===== src/rtl/hd44780_bus_ctrl_if.sv =====
// Upstream handshake and LCD pin bundle for the HD44780 write sequencer.
// The slave modport is the sequencer. The master modport is the byte source,
// which also observes the LCD pins.
interface hd44780_bus_ctrl_if;
  logic       in_valid;
  logic       in_ready;
  logic       in_rs;
  logic [7:0] in_data;
  logic       busy;
  logic       lcd_rs;
  logic       lcd_rw;
  logic       lcd_e;
  logic [7:0] lcd_db;

  modport master (
    output in_valid, in_rs, in_data,
    input  in_ready, busy, lcd_rs, lcd_rw, lcd_e, lcd_db
  );

  modport slave (
    input  in_valid, in_rs, in_data,
    output in_ready, busy, lcd_rs, lcd_rw, lcd_e, lcd_db
  );
endinterface


===== src/rtl/hd44780_bus_ctrl.sv =====
// HD44780 write sequencer.
// Takes one command/data byte per handshake and strobes it onto the LCD bus
// with programmable setup, enable-pulse and hold times. It then waits out
// the controller execution time before accepting the next byte.
// In 4-bit mode the byte goes out as two nibbles on DB[7:4], high nibble first.
module hd44780_bus_ctrl #(
  parameter int SETUP_CYC  = 4,
  parameter int PULSE_CYC  = 12,
  parameter int HOLD_CYC   = 4,
  parameter int SHORT_WAIT = 2000,
  parameter int LONG_WAIT  = 80000,
  parameter int MODE4      = 0
) (
  input  logic               clk,
  input  logic               rst,
  hd44780_bus_ctrl_if.slave  bus
);

  localparam logic [2:0] ST_IDLE  = 3'd0;
  localparam logic [2:0] ST_SETUP = 3'd1;
  localparam logic [2:0] ST_PULSE = 3'd2;
  localparam logic [2:0] ST_HOLD  = 3'd3;
  localparam logic [2:0] ST_WAIT  = 3'd4;

  localparam bit FOUR_BIT = (MODE4 != 0);

  // One shared down-counter. It must be wide enough for the largest interval.
  localparam int MAX_A   = (SETUP_CYC > PULSE_CYC) ? SETUP_CYC : PULSE_CYC;
  localparam int MAX_B   = (MAX_A > HOLD_CYC) ? MAX_A : HOLD_CYC;
  localparam int MAX_C   = (MAX_B > SHORT_WAIT) ? MAX_B : SHORT_WAIT;
  localparam int MAX_CYC = (MAX_C > LONG_WAIT) ? MAX_C : LONG_WAIT;
  localparam int CW      = $clog2(MAX_CYC + 1);

  // Each timed state is loaded with (length - 1) and exits when the count reaches zero.
  localparam logic [CW-1:0] SETUP_LD = CW'(SETUP_CYC - 1);
  localparam logic [CW-1:0] PULSE_LD = CW'(PULSE_CYC - 1);
  localparam logic [CW-1:0] HOLD_LD  = CW'(HOLD_CYC - 1);
  localparam logic [CW-1:0] SHORT_LD = CW'(SHORT_WAIT - 1);
  localparam logic [CW-1:0] LONG_LD  = CW'(LONG_WAIT - 1);

  logic [2:0]    state_q, state_d;
  logic [CW-1:0] cnt_q, cnt_d;
  logic          nib_q, nib_d;      // 0: first (or only) pass, 1: low-nibble pass
  logic          long_q, long_d;    // clear/home commands need the long wait
  logic [3:0]    lo_nib_q, lo_nib_d;
  logic          lcd_rs_q, lcd_rs_d;
  logic [7:0]    lcd_db_q, lcd_db_d;
  logic          lcd_e_q, lcd_e_d;

  // Next-state, counter and bus-value decode for the sequencer.
  // NOTE: every signal gets a default at the top so no path leaves a value unassigned (no latches).
  always_comb begin
    state_d  = state_q;
    cnt_d    = cnt_q;
    nib_d    = nib_q;
    long_d   = long_q;
    lo_nib_d = lo_nib_q;
    lcd_rs_d = lcd_rs_q;
    lcd_db_d = lcd_db_q;

    case (state_q)
      ST_IDLE: begin
        if (bus.in_valid) begin
          state_d  = ST_SETUP;
          cnt_d    = SETUP_LD;
          nib_d    = 1'b0;
          long_d   = !bus.in_rs && (bus.in_data[7:2] == 6'd0) && (bus.in_data[1:0] != 2'd0);
          lo_nib_d = bus.in_data[3:0];
          lcd_rs_d = bus.in_rs;
          lcd_db_d = FOUR_BIT ? {bus.in_data[7:4], 4'h0} : bus.in_data;
        end
      end
      ST_SETUP: begin
        if (cnt_q == '0) begin
          state_d = ST_PULSE;
          cnt_d   = PULSE_LD;
        end else begin
          cnt_d = cnt_q - 1'b1;
        end
      end
      ST_PULSE: begin
        if (cnt_q == '0) begin
          state_d = ST_HOLD;
          cnt_d   = HOLD_LD;
        end else begin
          cnt_d = cnt_q - 1'b1;
        end
      end
      ST_HOLD: begin
        if (cnt_q == '0) begin
          if (FOUR_BIT && !nib_q) begin
            // E is already low here, so switching the nibble cannot glitch a strobe.
            state_d  = ST_SETUP;
            cnt_d    = SETUP_LD;
            nib_d    = 1'b1;
            lcd_db_d = {lo_nib_q, 4'h0};
          end else begin
            state_d = ST_WAIT;
            cnt_d   = long_q ? LONG_LD : SHORT_LD;
            nib_d   = 1'b0;
          end
        end else begin
          cnt_d = cnt_q - 1'b1;
        end
      end
      ST_WAIT: begin
        if (cnt_q == '0) begin
          state_d = ST_IDLE;
        end else begin
          cnt_d = cnt_q - 1'b1;
        end
      end
      default: begin
        state_d = ST_IDLE;
        cnt_d   = '0;
      end
    endcase
  end

  // E is registered from the next state so it is high exactly while in PULSE.
  assign lcd_e_d = (state_d == ST_PULSE);

  // Sequencer registers; the asynchronous reset drops E immediately and aborts any transfer.
  // NOTE: state registers use non-blocking assignments so every flop samples pre-edge values.
  always_ff @(posedge clk or negedge rst) begin
    if (!rst) begin
      state_q  <= ST_IDLE;
      cnt_q    <= '0;
      nib_q    <= 1'b0;
      long_q   <= 1'b0;
      lo_nib_q <= 4'h0;
      lcd_rs_q <= 1'b0;
      lcd_db_q <= 8'h00;
      lcd_e_q  <= 1'b0;
    end else begin
      state_q  <= state_d;
      cnt_q    <= cnt_d;
      nib_q    <= nib_d;
      long_q   <= long_d;
      lo_nib_q <= lo_nib_d;
      lcd_rs_q <= lcd_rs_d;
      lcd_db_q <= lcd_db_d;
      lcd_e_q  <= lcd_e_d;
    end
  end

  assign bus.in_ready = (state_q == ST_IDLE);
  assign bus.busy     = (state_q != ST_IDLE);
  assign bus.lcd_rs   = lcd_rs_q;
  assign bus.lcd_rw   = 1'b0;
  assign bus.lcd_e    = lcd_e_q;
  assign bus.lcd_db   = lcd_db_q;

endmodule


===== src/flat_wrapper.sv =====
// flat-port wrapper written by rule: the top's interface ports become plain ports
module hd44780_bus_ctrl_flat 
#(
  parameter int SETUP_CYC  = 4,
  parameter int PULSE_CYC  = 12,
  parameter int HOLD_CYC   = 4,
  parameter int SHORT_WAIT = 2000,
  parameter int LONG_WAIT  = 80000,
  parameter int MODE4      = 0
)
  (clk, rst, bus_in_valid, bus_in_rs, bus_in_data, bus_in_ready, bus_busy, bus_lcd_rs, bus_lcd_rw, bus_lcd_e, bus_lcd_db);
  hd44780_bus_ctrl_if bus_i ();
  input  logic clk;
  input  logic rst;
  input wire logic [$bits(bus_i.in_valid)-1:0] bus_in_valid;
  input wire logic [$bits(bus_i.in_rs)-1:0] bus_in_rs;
  input wire logic [$bits(bus_i.in_data)-1:0] bus_in_data;
  output wire logic [$bits(bus_i.in_ready)-1:0] bus_in_ready;
  output wire logic [$bits(bus_i.busy)-1:0] bus_busy;
  output wire logic [$bits(bus_i.lcd_rs)-1:0] bus_lcd_rs;
  output wire logic [$bits(bus_i.lcd_rw)-1:0] bus_lcd_rw;
  output wire logic [$bits(bus_i.lcd_e)-1:0] bus_lcd_e;
  output wire logic [$bits(bus_i.lcd_db)-1:0] bus_lcd_db;
  assign bus_i.in_valid = bus_in_valid;
  assign bus_i.in_rs = bus_in_rs;
  assign bus_i.in_data = bus_in_data;
  assign bus_in_ready = bus_i.in_ready;
  assign bus_busy = bus_i.busy;
  assign bus_lcd_rs = bus_i.lcd_rs;
  assign bus_lcd_rw = bus_i.lcd_rw;
  assign bus_lcd_e = bus_i.lcd_e;
  assign bus_lcd_db = bus_i.lcd_db;
  hd44780_bus_ctrl #(.SETUP_CYC(SETUP_CYC), .PULSE_CYC(PULSE_CYC), .HOLD_CYC(HOLD_CYC), .SHORT_WAIT(SHORT_WAIT), .LONG_WAIT(LONG_WAIT), .MODE4(MODE4)) u_core (.clk(clk), .rst(rst), .bus(bus_i));
endmodule

===== config.mk =====
export PLATFORM = sky130hd
export DESIGN_NAME = hd44780_bus_ctrl_flat
export DESIGN_NICKNAME = d
export VERILOG_FILES = /design/src/rtl/hd44780_bus_ctrl_if.sv /design/src/rtl/hd44780_bus_ctrl.sv /design/src/flat_wrapper.sv
export SDC_FILE = /design/constraint.sdc
export NUM_CORES = 1
export LEC_CHECK = 0
export ABC_CLOCK_PERIOD_IN_PS = 2400
export CAP_MARGIN = 25
export CORE_ASPECT_RATIO = 1.2
export CORE_MARGIN = 2
export CORE_UTILIZATION = 55
export CTS_CLUSTER_SIZE = 40
export DETAILED_ROUTE_END_ITERATION = 8
export PLACE_DENSITY = 0.77
export SLEW_MARGIN = 20
export SYNTH_ARGS = -nofsm -noshare
export SYNTH_HDL_FRONTEND = slang
export SYNTH_SLANG_ARGS = --single-unit

===== constraint.sdc =====
create_clock -name clk -period 2.4 [get_ports clk]
set_input_delay 0.48 -clock clk [delete_from_list [all_inputs] [get_ports clk]]
set_output_delay 0.48 -clock clk [all_outputs]
set_load 0.01 [all_outputs]

==> results.yml, run 1 <==
pwr:
  internal_power_mw: 1.62
  switching_share_pct: 36.5
  peakVddDrop_mv: 0.606
  power_mw: 2.55
  comb_power_share_pct: 41.7
  p_leak_nw: 1.04
  power.density_mw_per_mm2: 1050
  seqPwrFrac_pct: 37.0
  power.switching_mw: 0.932
  pwr-share-clk_pct: 21.3
clocking:
  cts_tree: "built"
  cts_resized: 0
  clkSlewWorstSetupHoldPaths_ps: 70
  cts.sinks: 31
  clk_latency_ps: 290
  cts_buffers: 5
  ctsHoldBuffers: 0
  clock-root-buffer: "clkbuf_8"
  htreeDepth: 2
  clockBufferDepth: 2
  post-cts-setup-buffers: 0
flow_run:
  max-cap-violations: 0
die:
  die_h_um: 70.1
  fp.dieW_um: 59.1
  ios: 25
  die-area_mm2: 0.00414
  rows: 24
  core-area_mm2: 0.00357
  initial_utilization_pct: 56.0
timing:
  period_share_pct: 95.4
  fin_ws_ps: 111
  hold_viol: 0
  clock_skew_ps: 6.99
  setup_violations: 0
  slew_headroom_pct: 63.5
  tightest_slew_ps: 544
  fmax_ghz: 0.437
  period_needed_ps: 2290
  rsz0062_at_grt: "false"
  setup_tns_ps: 0
  final-max-slew-violation-count: 0
  whs_ps: 507
yosys:
  seq_area_frac_synth_pct: 38.8
  ys_ff_latch: 31
  synth_top_family_by_area: "compound AO/OA/AOI/OAI gates"
  synthMuxAreaShare_pct: 6.63
  synth_xor_area_share_pct: 0.437
  synth.avg_cell_area_um2: 8.82
  ys_warn_count: 0
  synth_edf_count: 0
  synthCells: 227
  synth_cell_type_count: 56
  synth_fa_ha_area_share_pct: 1.25
  syn-cell-area_mm2: 0.00200
  synth-compound-area-share_pct: 23.4
  synthArstFlopShare_pct: 100
  ys.flop_type: "dfrtp_1"
  yosys.area_share.simple_pct: 23.2
  synth_nets: 241
cells_and_area:
  layout.nets: 273
  final_cell_area_mm2: 0.00244
  drive_gt1_share_pct: 17.7
  antennaDiodeCount: 0
  syn_to_final_growth_pct: 21.7
setup_path:
  cp_slowest_cell: "clkdlybuf4s50_1"
  r2r_start: "u_core.cnt_q[0]"
  r2r_end: "u_core.cnt_q[6]"
  crit_fanout: 5
  critical_path.endpoint_type: "output pin"
  path_cells: "or3_1 -> inv_1 -> clkdlybuf4s50_1"
  required_ps: 1920
  worst-path-buf-inv: 2
  max_stage_delay_ps: 550
  crit_type: "reg2out"
  path_delay_family: "buffers and inverters"
  worstPathArrival_ps: 1810
  startpoint: "u_core.state_q[1]"
  crit_path_start_kind: "flip-flop"
  rrSetupSlack_ps: 120
  rr_worst_depth: 7
worst_hold_path:
  hold_start: "u_core.bus.lcd_db[7]"
  whs_path_depth: 1
  min_to: "u_core.bus.lcd_db[7]"
  hold_class: "reg2reg"
drt:
  vias: 1920
  final_antenna_net_count: 0
  wl_per_cell_um: 16.7
  drt_iter0_markers: 92
  firstDrtPassIters: 4
  drc: 0
  vias_per_cell: 6.42
  totalWireLength_um: 5000
grt:
  grt_pass1_vias: 1858
  track_usage_pct: 26.5
  grt_remaining_overflow: 0
  grt_max_degree: 32
  grt_pass1_wl_um: 8400
  antenna_found_initial: 0
placement:
  dp_hpwl_um: 3640
  dp_slack_ps: 135
  port_buffers: 23
  gp_congestion: 0.928
  dpl-instance-area_mm2: 0.00232
status:
  status: "completed"
## power by group through the flow
stage               clock network, mW  logic [mW]  registers [mW]
CTS                             0.551        1.06           0.940
detailed placement                  0        1.05           0.947
floorplan                           0       0.646           0.931
global placement                    0        1.04           0.941
finish                          0.543        1.07           0.944
global route                    0.571        1.17           0.977
## logic make-up after synthesis
| kind of cell | Yosys count |
|---|---|
| AND/OR/NAND/NOR | 85 |
| AO/OA/AOI/OAI | 70 |
| flip-flops | 31 |
| buffers and inverters | 25 |
| multiplexers | 12 |
| adder cells (fa/ha/maj) | 2 |
| other | 1 |
| XOR/XNOR | 1 |
## worst max path at each step
stage                                 end  slack (ps)  cells past startpoint
after floorplan           u_core.cnt_q[6]         270                      7
after global placement    u_core.cnt_q[6]         190                      7
after detailed placement  u_core.cnt_q[6]         130                      7
after CTS                    bus_in_ready         110                      3
after global routing      u_core.cnt_q[6]          30                      7
final                        bus_in_ready         110                      3
## sequential cells by signal, summed over array words and instances, names as in the netlist
name / flops
u_core.bus.lcd_rs: 1
u_core.bus.lcd_db: 8
u_core.cnt_q: 17
u_core.long_q: 1
u_core.bus.lcd_e: 1
u_core.state_q: 3
## placed cells by master (no fill, tap or decap), drive strengths merged, types with 3 or more instances in the layout
| cell | instances |
|---|---|
| dfrtp | 31 |
| clkdlybuf4s50 | 23 |
| nand2 | 18 |
| nor2 | 16 |
| buf | 16 |
| a21oi | 15 |
| o21ai | 15 |
| nor3 | 12 |
| inv | 11 |
| mux2 | 10 |
| nand3 | 7 |
| a31oi | 6 |
| o22ai | 6 |
| clkbuf | 6 |
| nor4 | 6 |
| or3 | 5 |
| o21a | 4 |
| a22oi | 3 |
| or4 | 3 |
| nand4 | 3 |
## cell usage after synthesis, types with 5 or more instances
master    instances  area (µm²)
a21oi_1          15        75.1
a31oi_1           6        37.5
clkbuf_1          6        22.5
dfrtp_1          31         776
inv_1            11        41.3
mux2_2           10         113
nand2_1          18        67.6
nand3_1           7        35.0
nor2_1           16        60.1
nor3_1           11        55.1
nor4_1            5        31.3
o21ai_0          10        50.1
o22ai_1           6        37.5
or3_1             5        31.3
## area by class of cell
cell class	instances	area (µm²)
fill	295	1140
multi-input combinational	171	1100
sequential	31	776
timing repair buffer	39	350
clock buffer	6	82.6
tap	39	48.8
inverter	11	41.3
clock inverter	2	35.0
## worst reg2reg max path: stages, from the launching register on
cell,delay [ps]
dfrtp_1,430
inv_1,100
ha_1,190
or3b_2,520
or3_1,390
o21a_1,190
a211o_1,280
o311ai_0,80
## routing by layer
metal,GRT usage (%),vias to the layer above,part of all wire [%]
li1,-,914,-
met1,36.6,930,43
met2,40.5,62,47
met3,4.81,14,6.6
met4,11.1,0,2.7
met5,0,-,0
## stage by stage
step	cells	utilization (%)
after global placement	291	64.9
final	299	68.2
after detailed placement	291	64.9
after global routing	299	68.2
after CTS	299	68.2
after floorplan	227	-
Note: power is estimated with default switching activity, not from simulation.
==> run 2, diff against run 1 <==
--- a/config.mk
+++ b/config.mk
@@ -9,10 +9,11 @@
 export CAP_MARGIN = 25
 export CORE_ASPECT_RATIO = 1.2
 export CORE_MARGIN = 2
-export CORE_UTILIZATION = 55
+export CORE_UTILIZATION = 60
 export CTS_CLUSTER_SIZE = 40
 export DETAILED_ROUTE_END_ITERATION = 8
-export PLACE_DENSITY = 0.77
+export DONT_BUFFER_PORTS = 1
+export PLACE_DENSITY = 0.74
 export SLEW_MARGIN = 20
 export SYNTH_ARGS = -nofsm -noshare
 export SYNTH_HDL_FRONTEND = slang
==> results.yml, run 2 (same netlist as run 1, synthesis figures left out) <==
setup_path:
  rrSetupSlack_ps: 120
  crit_fanout: 5
  crit_type: "reg2reg"
  r2r_start: "u_core.cnt_q[1]"
  required_ps: 2640
  startpoint: "u_core.cnt_q[1]"
  crit_path_start_kind: "flip-flop"
  worstPathArrival_ps: 2530
  critical_path.endpoint_type: "flip-flop"
  crit_end: "u_core.cnt_q[6]"
  rr_worst_depth: 7
  r2r_end: "u_core.cnt_q[6]"
timing:
  rsz0062_at_grt: "false"
  tightest_slew_ps: 526
  setup_tns_ps: 0
  period_share_pct: 95.1
  setup_violations: 0
  hold_viol: 0
  clock_skew_ps: 18.0
  slew_headroom_pct: 64.8
  period_needed_ps: 2280
  final-max-slew-violation-count: 0
  fmax_ghz: 0.438
die:
  die-area_mm2: 0.00382
  die_h_um: 67.3
  rows: 22
  fp.dieW_um: 56.7
  initial_utilization_pct: 64.4
  ios: 25
  core-area_mm2: 0.00311
grt:
  grt_pass1_vias: 1787
  antenna_found_initial: 0
  grt_max_degree: 32
  grt_remaining_overflow: 0
  grt_pass1_wl_um: 8140
  track_usage_pct: 28.2
cells_and_area:
  top_register: "u_core.cnt_q"
  multi_input_area_mm2: 0.00112
  nFillCells: 247
  layout.nets: 250
  final_cell_mix: "dfrtp_1, nand2_1, nor2_1, a21oi_1, buf_4"
  ff_latch_area_um2: 776
  drive_gt1_share_pct: 19.8
  largest_reg_flops: 17
  syn_to_final_growth_pct: 9.94
  layout_commonest_cell: "dfrtp_1"
  antennaDiodeCount: 0
  final_cells: 273
drt:
  drt_iter0_markers: 111
  final_antenna_net_count: 0
  vias_per_cell: 6.68
  totalWireLength_um: 5040
  drc: 0
  wl_per_cell_um: 18.5
  firstDrtPassIters: 4
  vias: 1824
clocking:
  clkSlewWorstSetupHoldPaths_ps: 120
  cts.sinks: 31
  cts_tree: "built"
  clk_latency_ps: 350
  clockBufferDepth: 2
  clock-root-buffer: "clkbuf_4"
  htreeDepth: 2
  cts_buffers: 5
pwr:
  peakVddDrop_mv: 0.707
  power.density_mw_per_mm2: 1030
  p_leak_nw: 0.954
placement:
  dp_cells: 262
  port_buffers: 0
  gp_congestion: 0.933
  dp_hpwl_um: 3640
worst_hold_path:
  hold_class: "in2reg"
flow_run:
  max-cap-violations: 0
status:
  status: "completed"
==> run 2: cell count changes in the layout (fill, tap and decap cells not counted), moves of 2 or more <==
cell | before | now
clkbuf_8 | 6 | 2
buf_4 | 16 | 13
buf_12 | 0 | 2
clkbuf_4 | 0 | 5
clkdlybuf4s50_1 | 23 | 0
==> run 2: power breakdown <==
part	internal, mW	leakage (nW)	switching, mW	total [mW]
Sequential	0.729	0.390	0.282	1.01
Clock	0.171	0.0375	0.203	0.374
Combinational	0.445	0.527	0.444	0.889
Total	1.35	0.954	0.929	2.27
==> run 2: worst min-delay path by stage <==
stage | start | to | slack [ps] | depth (start not counted)
finish | bus_in_data[7] | u_core.bus.lcd_db[7] | 270 | 1
global route | bus_in_data[7] | u_core.bus.lcd_db[7] | 270 | 1
CTS | bus_in_data[7] | u_core.bus.lcd_db[7] | 260 | 1
detailed placement | rst | u_core.cnt_q[16] | 190 | 0
global placement | rst | u_core.cnt_q[16] | 190 | 0
floorplan | rst | u_core.bus.lcd_db[0] | 180 | 0
==> run 2: metrics by stage <==
stage / total power [mW] / setup WS, ps / hold slack, ps / cell area (µm²) / util [%]
after CTS: 2.24 / 111 / 264 / 2180 / 70.0
after floorplan: 1.58 / 273 / 184 / 2000 / -
after global routing: 2.42 / 10.5 / 265 / 2200 / 70.8
after global placement: 1.81 / 215 / 185 / 2070 / 66.7
final: 2.27 / 117 / 266 / 2200 / 70.8
after detailed placement: 1.86 / 137 / 185 / 2070 / 66.7
==> run 2: what timing repair did <==
action,4_1_cts,5_1_grt
setup buffers,0,1
endpoints found under the hold margin,31,0
endpoints found under the setup margin,0,10
resized for setup,0,3
hold buffers,2,0
==> run 2: worst max-delay path, stage by stage, from the launching register on <==
cell and delay [ps]:
dfrtp_1 430, inv_1 100, ha_1 190, or3b_2 510, or3_1 390, o21a_1 190, a211o_1 290, o311ai_0 80
==> run 2: per-layer routing <==
| layer | vias up | routed length, µm | GRT usage, % |
|---|---|---|---|
| met5 | - | 0 | 0 |
| met2 | 73 | 2550 | 46.7 |
| li1 | 868 | - | - |
| met4 | 0 | 150 | 15.7 |
| met3 | 17 | 304 | 6.90 |
| met1 | 866 | 2030 | 33.8 |
==> run 2: final cells by class <==
cell class                      instances  share of cell area [%]
Sequential cell                        31                    35.2
Clock buffer                            7                    2.96
Timing Repair Buffer                   16                    6.71
Multi-Input combinational cell        171                    50.8
Clock inverter                          1                   0.341
Inverter                               11                    1.88
Tap cell                               36                    2.05
==> patch 1 (config.mk and constraints of run 2) <==
`PULSE_CYC` is set to 12 in 2 places; all go to 24.
--- a/src/rtl/hd44780_bus_ctrl.sv
+++ b/src/rtl/hd44780_bus_ctrl.sv
@@ -7,3 +7,3 @@
   parameter int SETUP_CYC  = 4,
-  parameter int PULSE_CYC  = 12,
+  parameter int PULSE_CYC  = 24,
   parameter int HOLD_CYC   = 4,
--- a/src/flat_wrapper.sv
+++ b/src/flat_wrapper.sv
@@ -4,3 +4,3 @@
   parameter int SETUP_CYC  = 4,
-  parameter int PULSE_CYC  = 12,
+  parameter int PULSE_CYC  = 24,
   parameter int HOLD_CYC   = 4,
Function: same outputs for any inputs over 10 cycles, from zero or initial values and one cycle with rst low; that may be too few to reach the edited logic, so the function may still have changed.
==> patch 1 against run 2 <==
- routed wire length grew 27%
- design area grew 11%
- power shrank 26%
- worst setup slack lost 0.10 ns
- combinational power shrank 38%
- final cell count grew 7.0%
- synthesized area grew 1.9%
- critical endpoint is now u_core.cnt_q[8]
- synthesized cell count is the same
- sequential cell count is the same
==> patch 1: results (changes against run 2) <==
| Metric | Value |
|---|---|
| Status | finished clean |
| Top post-synthesis cells by count | dfrtp_1 (31), nor2_1 (18), o21ai_0 (15) |
| Nets | 268 (+7.2%) |
| Worst IR Drop VDD | 0.712 mV (+0.76%) |
| Slowest CP cell | or4b_4 |
| Initial DRC Count | 324 (+190%) |
| Clock root buffer | clkbuf_8 |
| First-pass GRT wire length | 10,300 µm (+26%) |
| Synth unique cells | 59 (+5.4%) |
| First-pass iteration count of the detailed router | 5 (+1) |
| Drt via density | 7.33 (+9.6%) |
| Worst-path clk slew | 0.07 ns (-0.05 ns) |
| Gpl congestion | 1.11 (+19%) |
| Slew margin rel. | 62.6% (-2.2 points) |
| Skew final | 0.00347 ns (-0.0145 ns) |
| Class of the worst hold path | in -> async |
| Largest cells by area after synthesis | dfrtp_1 (38%), mux2_2 (5.0%), o21ai_0 (3.7%), nor2_1 (3.3%), nand3_1 (2.7%) |
| Detailed placement HPWL | 4650 µm (+28%) |
| Seq/Total Area, Yosys | 38.0% (-0.71 points) |
| WP data arrival | 2.56 ns (+0.03 ns) |
| CP Capture Point | u_core.cnt_q[8] |
| Lkg Pwr | 1.01 nW (+5.7%) |
| Post-Synthesis Net Count | 241 (unchanged) |
| Warnings, synthesis | 0 (unchanged) |
| Layout cell share with drive strength beyond 1 | 29.4% (+9.6 points) |
| Overall routing resource usage | 35.5% (+7.3 points) |
patch 1: cell types whose count changed in the layout (fill, tap and decap cells not counted), sizes merged, moves of 4 or more:
cell / run 2 / this run
a21oi: 15 / 9
a22o: 0 / 4
a31oi: 6 / 2
buf: 15 / 33
nand2: 18 / 14
nand3: 7 / 11
o22ai: 6 / 2
patch 1: repair_timing:
item,CTS,global route
pin swaps,1,2
endpoints found under the hold margin,31,0
setup buffers,1,0
hold buffers,1,0
gates resized for setup,2,11
setup endpoints to repair,3,11
patch 1: logic make-up after synthesis:
kind of cell | synth area share [%]
and+or+nand+nor | 25.4
AOI/OAI and AO/OA | 23.6
DFF | 38.0
buffers and inverters | 4.29
muxes | 5.95
adders and majority gates | 1.72
xor gates and xnor gates | 0.859
other | 0.184
patch 1: how the worst min path moves through the flow:
| stage | startpoint | depth (start not counted) | end | slack, ns |
|---|---|---|---|---|
| after floorplan | rst | 0 | u_core.bus.lcd_db[0] | 0.18 |
| after global placement | rst | 0 | u_core.cnt_q[16] | 0.18 |
| after detailed placement | rst | 0 | u_core.cnt_q[16] | 0.19 |
| after global routing | rst | 1 | u_core.long_q | 0.01 |
| after CTS | rst | 1 | u_core.cnt_q[5] | 0.01 |
| final | rst | 1 | u_core.cnt_q[9] | 0.009 |
patch 1: layout make-up:
| class | count | area [µm²] |
|---|---|---|
| fillers | 264 | 861 |
| repair buffers | 33 | 260 |
| clock buffers | 5 | 68.8 |
| well taps | 37 | 46.3 |
| flip-flops and latches | 31 | 776 |
| multi-input cells | 174 | 1240 |
| clock inverters | 3 | 20.0 |
| inverters | 9 | 33.8 |
patch 1: per-layer routing:
| metal | part of all wire (%) | global-route usage (%) | up-vias |
|---|---|---|---|
| met5 | 0 | 0 | - |
| met4 | 6.5 | 23.5 | 0 |
| met3 | 8.8 | 9.26 | 52 |
| met2 | 48 | 59.3 | 163 |
| met1 | 36 | 40.1 | 1011 |
| li1 | - | - | 913 |
patch 1: where the power goes:
part           internal, mW  total [mW]  switching (mW)
logic                 0.259       0.548           0.289
registers             0.605       0.724           0.119
clock network         0.201       0.414           0.213
patch 1: metrics by stage:
stage	setup TNS (ns)	total power [mW]	cells	instance area, µm²	hold slack, ns
4_1_cts	0	1.65	292	2390	0.0101
2_1_floorplan	0	1.03	227	2040	0.184
3_5_place_dp	-0.0759	1.22	282	2260	0.185
6_report	0	1.69	292	2450	0.00916
5_1_grt	-0.0975	1.77	292	2450	0.0139
3_3_place_gp	0	1.20	282	2260	0.185
==> patch 2 (config.mk and constraints of run 2) <==
Made on the original files. Reset style: synchronous (`rst`), changed in one clocked block. Comments in the files are not updated.
--- a/src/rtl/hd44780_bus_ctrl.sv
+++ b/src/rtl/hd44780_bus_ctrl.sv
@@ -124,3 +124,3 @@
   // NOTE: state registers use non-blocking assignments so every flop samples pre-edge values.
-  always_ff @(posedge clk or negedge rst) begin
+  always_ff @(posedge clk) begin
     if (!rst) begin
Function: differs if rst is asserted again (counterexample within 4 cycles, from zero or initial values and one cycle with rst low); with rst held inactive, the same outputs for 10 cycles.
==> patch 2 against run 2 <==
- synthesized cell count is 2.6% higher
- sequential cell count unchanged
- via count is 1.5% lower
- critical endpoint is now u_core.cnt_q[6]
- sequential share of layout area is 2.8 points lower
- final cell count unchanged
- routed wire length down 6.1%
- synthesized area down 9.9%
- design area is 13% lower
- worst setup slack better by 0.021 ns
- global-route usage grew 3.4 points
- largest cell class unchanged
Power is not compared: it rests on default switching activity, and its combinational part moved more than twofold at a synthesized area within 25%.
==> patch 2: results (changes against run 2) <==
| Metric | Value |
|---|---|
| Main synth FF type | dfxtp_1 |
| Worst-path clk slew | 0.10 ns (-0.02 ns) |
| Reg2Reg Depth | 6 (-1) |
| DR vias | 1,797 (-1.5%) |
| Largest cells by area after synthesis | dfxtp_1 (34%), nand2_1 (7.3%), a21oi_1 (7.2%), nor2_1 (4.6%), o21ai_0 (3.6%) |
| Pre-CTS setup slack | 0.114 ns (-0.0232 ns) |
| Initial DRC Count | 108 (-2.7%) |
| Worst-Skew Late Latency | 0.33 ns (-0.02 ns) |
| Reg2reg end | u_core.cnt_q[6] |
| Gpl congestion | 0.856 (-8.2%) |
| Post-Synthesis Net Count | 247 (+2.5%) |
| Reg2Reg Launch Point | u_core.cnt_q[9] |
| Fmax achieved | 442 MHz (+0.92%) |
| FFs w/ async S/R, synth | 0% (-100 points) |
| Wire per inst | 17.3 µm (-6.1%) |
| Hold depth | 2 (+1) |
| Top post-synthesis cells by count | nand2_1 (35), dfxtp_1 (31), a21oi_1 (26) |
| Overall routing resource usage | 31.6% (+3.4 points) |
| WHS Endpoint | u_core.bus.lcd_db[5] |
| Critical path fanouts, max | 8 (+3) |
| Hold Crit Start | bus_in_data[5] |
| Skew final | 0.0113 ns (-0.00674 ns) |
| Detailed placement HPWL | 3490 µm (-4.0%) |
| Switching part of the total | 51.5% |
| Worst-margin pin slew | 0.818 ns (+0.292 ns) |
| First-pass GRT wire length | 8090 µm (-0.69%) |
| Synth unique cells | 59 (+5.4%) |
| Status | finished clean |
| Largest net degree at the start of global routing | 26 (-19%) |
-- patch 2: stage by stage --
step                      hold WS, ns  std cells
final                           0.280        273
after global routing            0.270        273
after CTS                       0.268        273
after detailed placement        0.497        265
after global placement          0.492        265
after floorplan                 0.475        233
-- patch 2: critical path, stage by stage (launching register included) --
cell	delay [ns]
dfxtp_1	0.39
or4_4	0.59
nor3_4	0.16
or3b_1	0.50
a221o_1	0.36
o21ai_1	0.08
a21oi_1	0.07
-- patch 2: worst max-delay path by stage --
stage                                from                to  slack, ns  cells after the start
after floorplan           u_core.cnt_q[9]   u_core.cnt_q[6]       0.29                      7
after global placement    u_core.cnt_q[9]   u_core.cnt_q[6]       0.23                      6
after detailed placement  u_core.cnt_q[9]   u_core.cnt_q[9]       0.11                      5
after CTS                 u_core.cnt_q[9]   u_core.cnt_q[9]       0.11                      5
after global routing      u_core.cnt_q[9]  u_core.cnt_q[10]       0.06                      6
final                     u_core.cnt_q[9]   u_core.cnt_q[6]       0.14                      6
-- patch 2: area by class of cell --
type / count / area (µm²)
multi-input combinational: 185 / 1110
fill: 245 / 925
sequential: 31 / 621
timing repair buffer: 10 / 75.1
clock buffer: 7 / 45.0
tap: 34 / 42.5
inverter: 5 / 18.8
clock inverter: 1 / 5.00
-- patch 2: cell families (layout without fill, tap and decap cells) --
logic type      count (synthesis)  after routing  share of synthesized area (%)
simple gates                  103            103                           30.4
buf+inv                        17             23                           4.85
flops                          31             31                           34.4
compound gates                 76             76                           27.3
other cells                     1              1                          0.208
xor+xnor                        3              3                           1.46
fa+ha+maj                       2              2                           1.39
-- patch 2: power groups by stage --
| stage | clock network [mW] | logic (mW) | registers (mW) |
|---|---|---|---|
| 2_1_floorplan | 0 | 1.66 | 0.852 |
| 3_3_place_gp | 0 | 2.05 | 0.916 |
| 3_5_place_dp | 0 | 2.12 | 0.924 |
| 4_1_cts | 0.295 | 2.14 | 0.911 |
| 5_1_grt | 0.313 | 2.42 | 0.950 |
| 6_report | 0.289 | 2.20 | 0.924 |
-- patch 2: metal layers --
layer  wire, µm  part of all wire (%)  GRT usage [%]
met5          0                     0              0
met3        380                   8.0           9.81
met4        100                   2.1           14.1
met1       1900                    40           36.0
met2       2350                    50           52.3
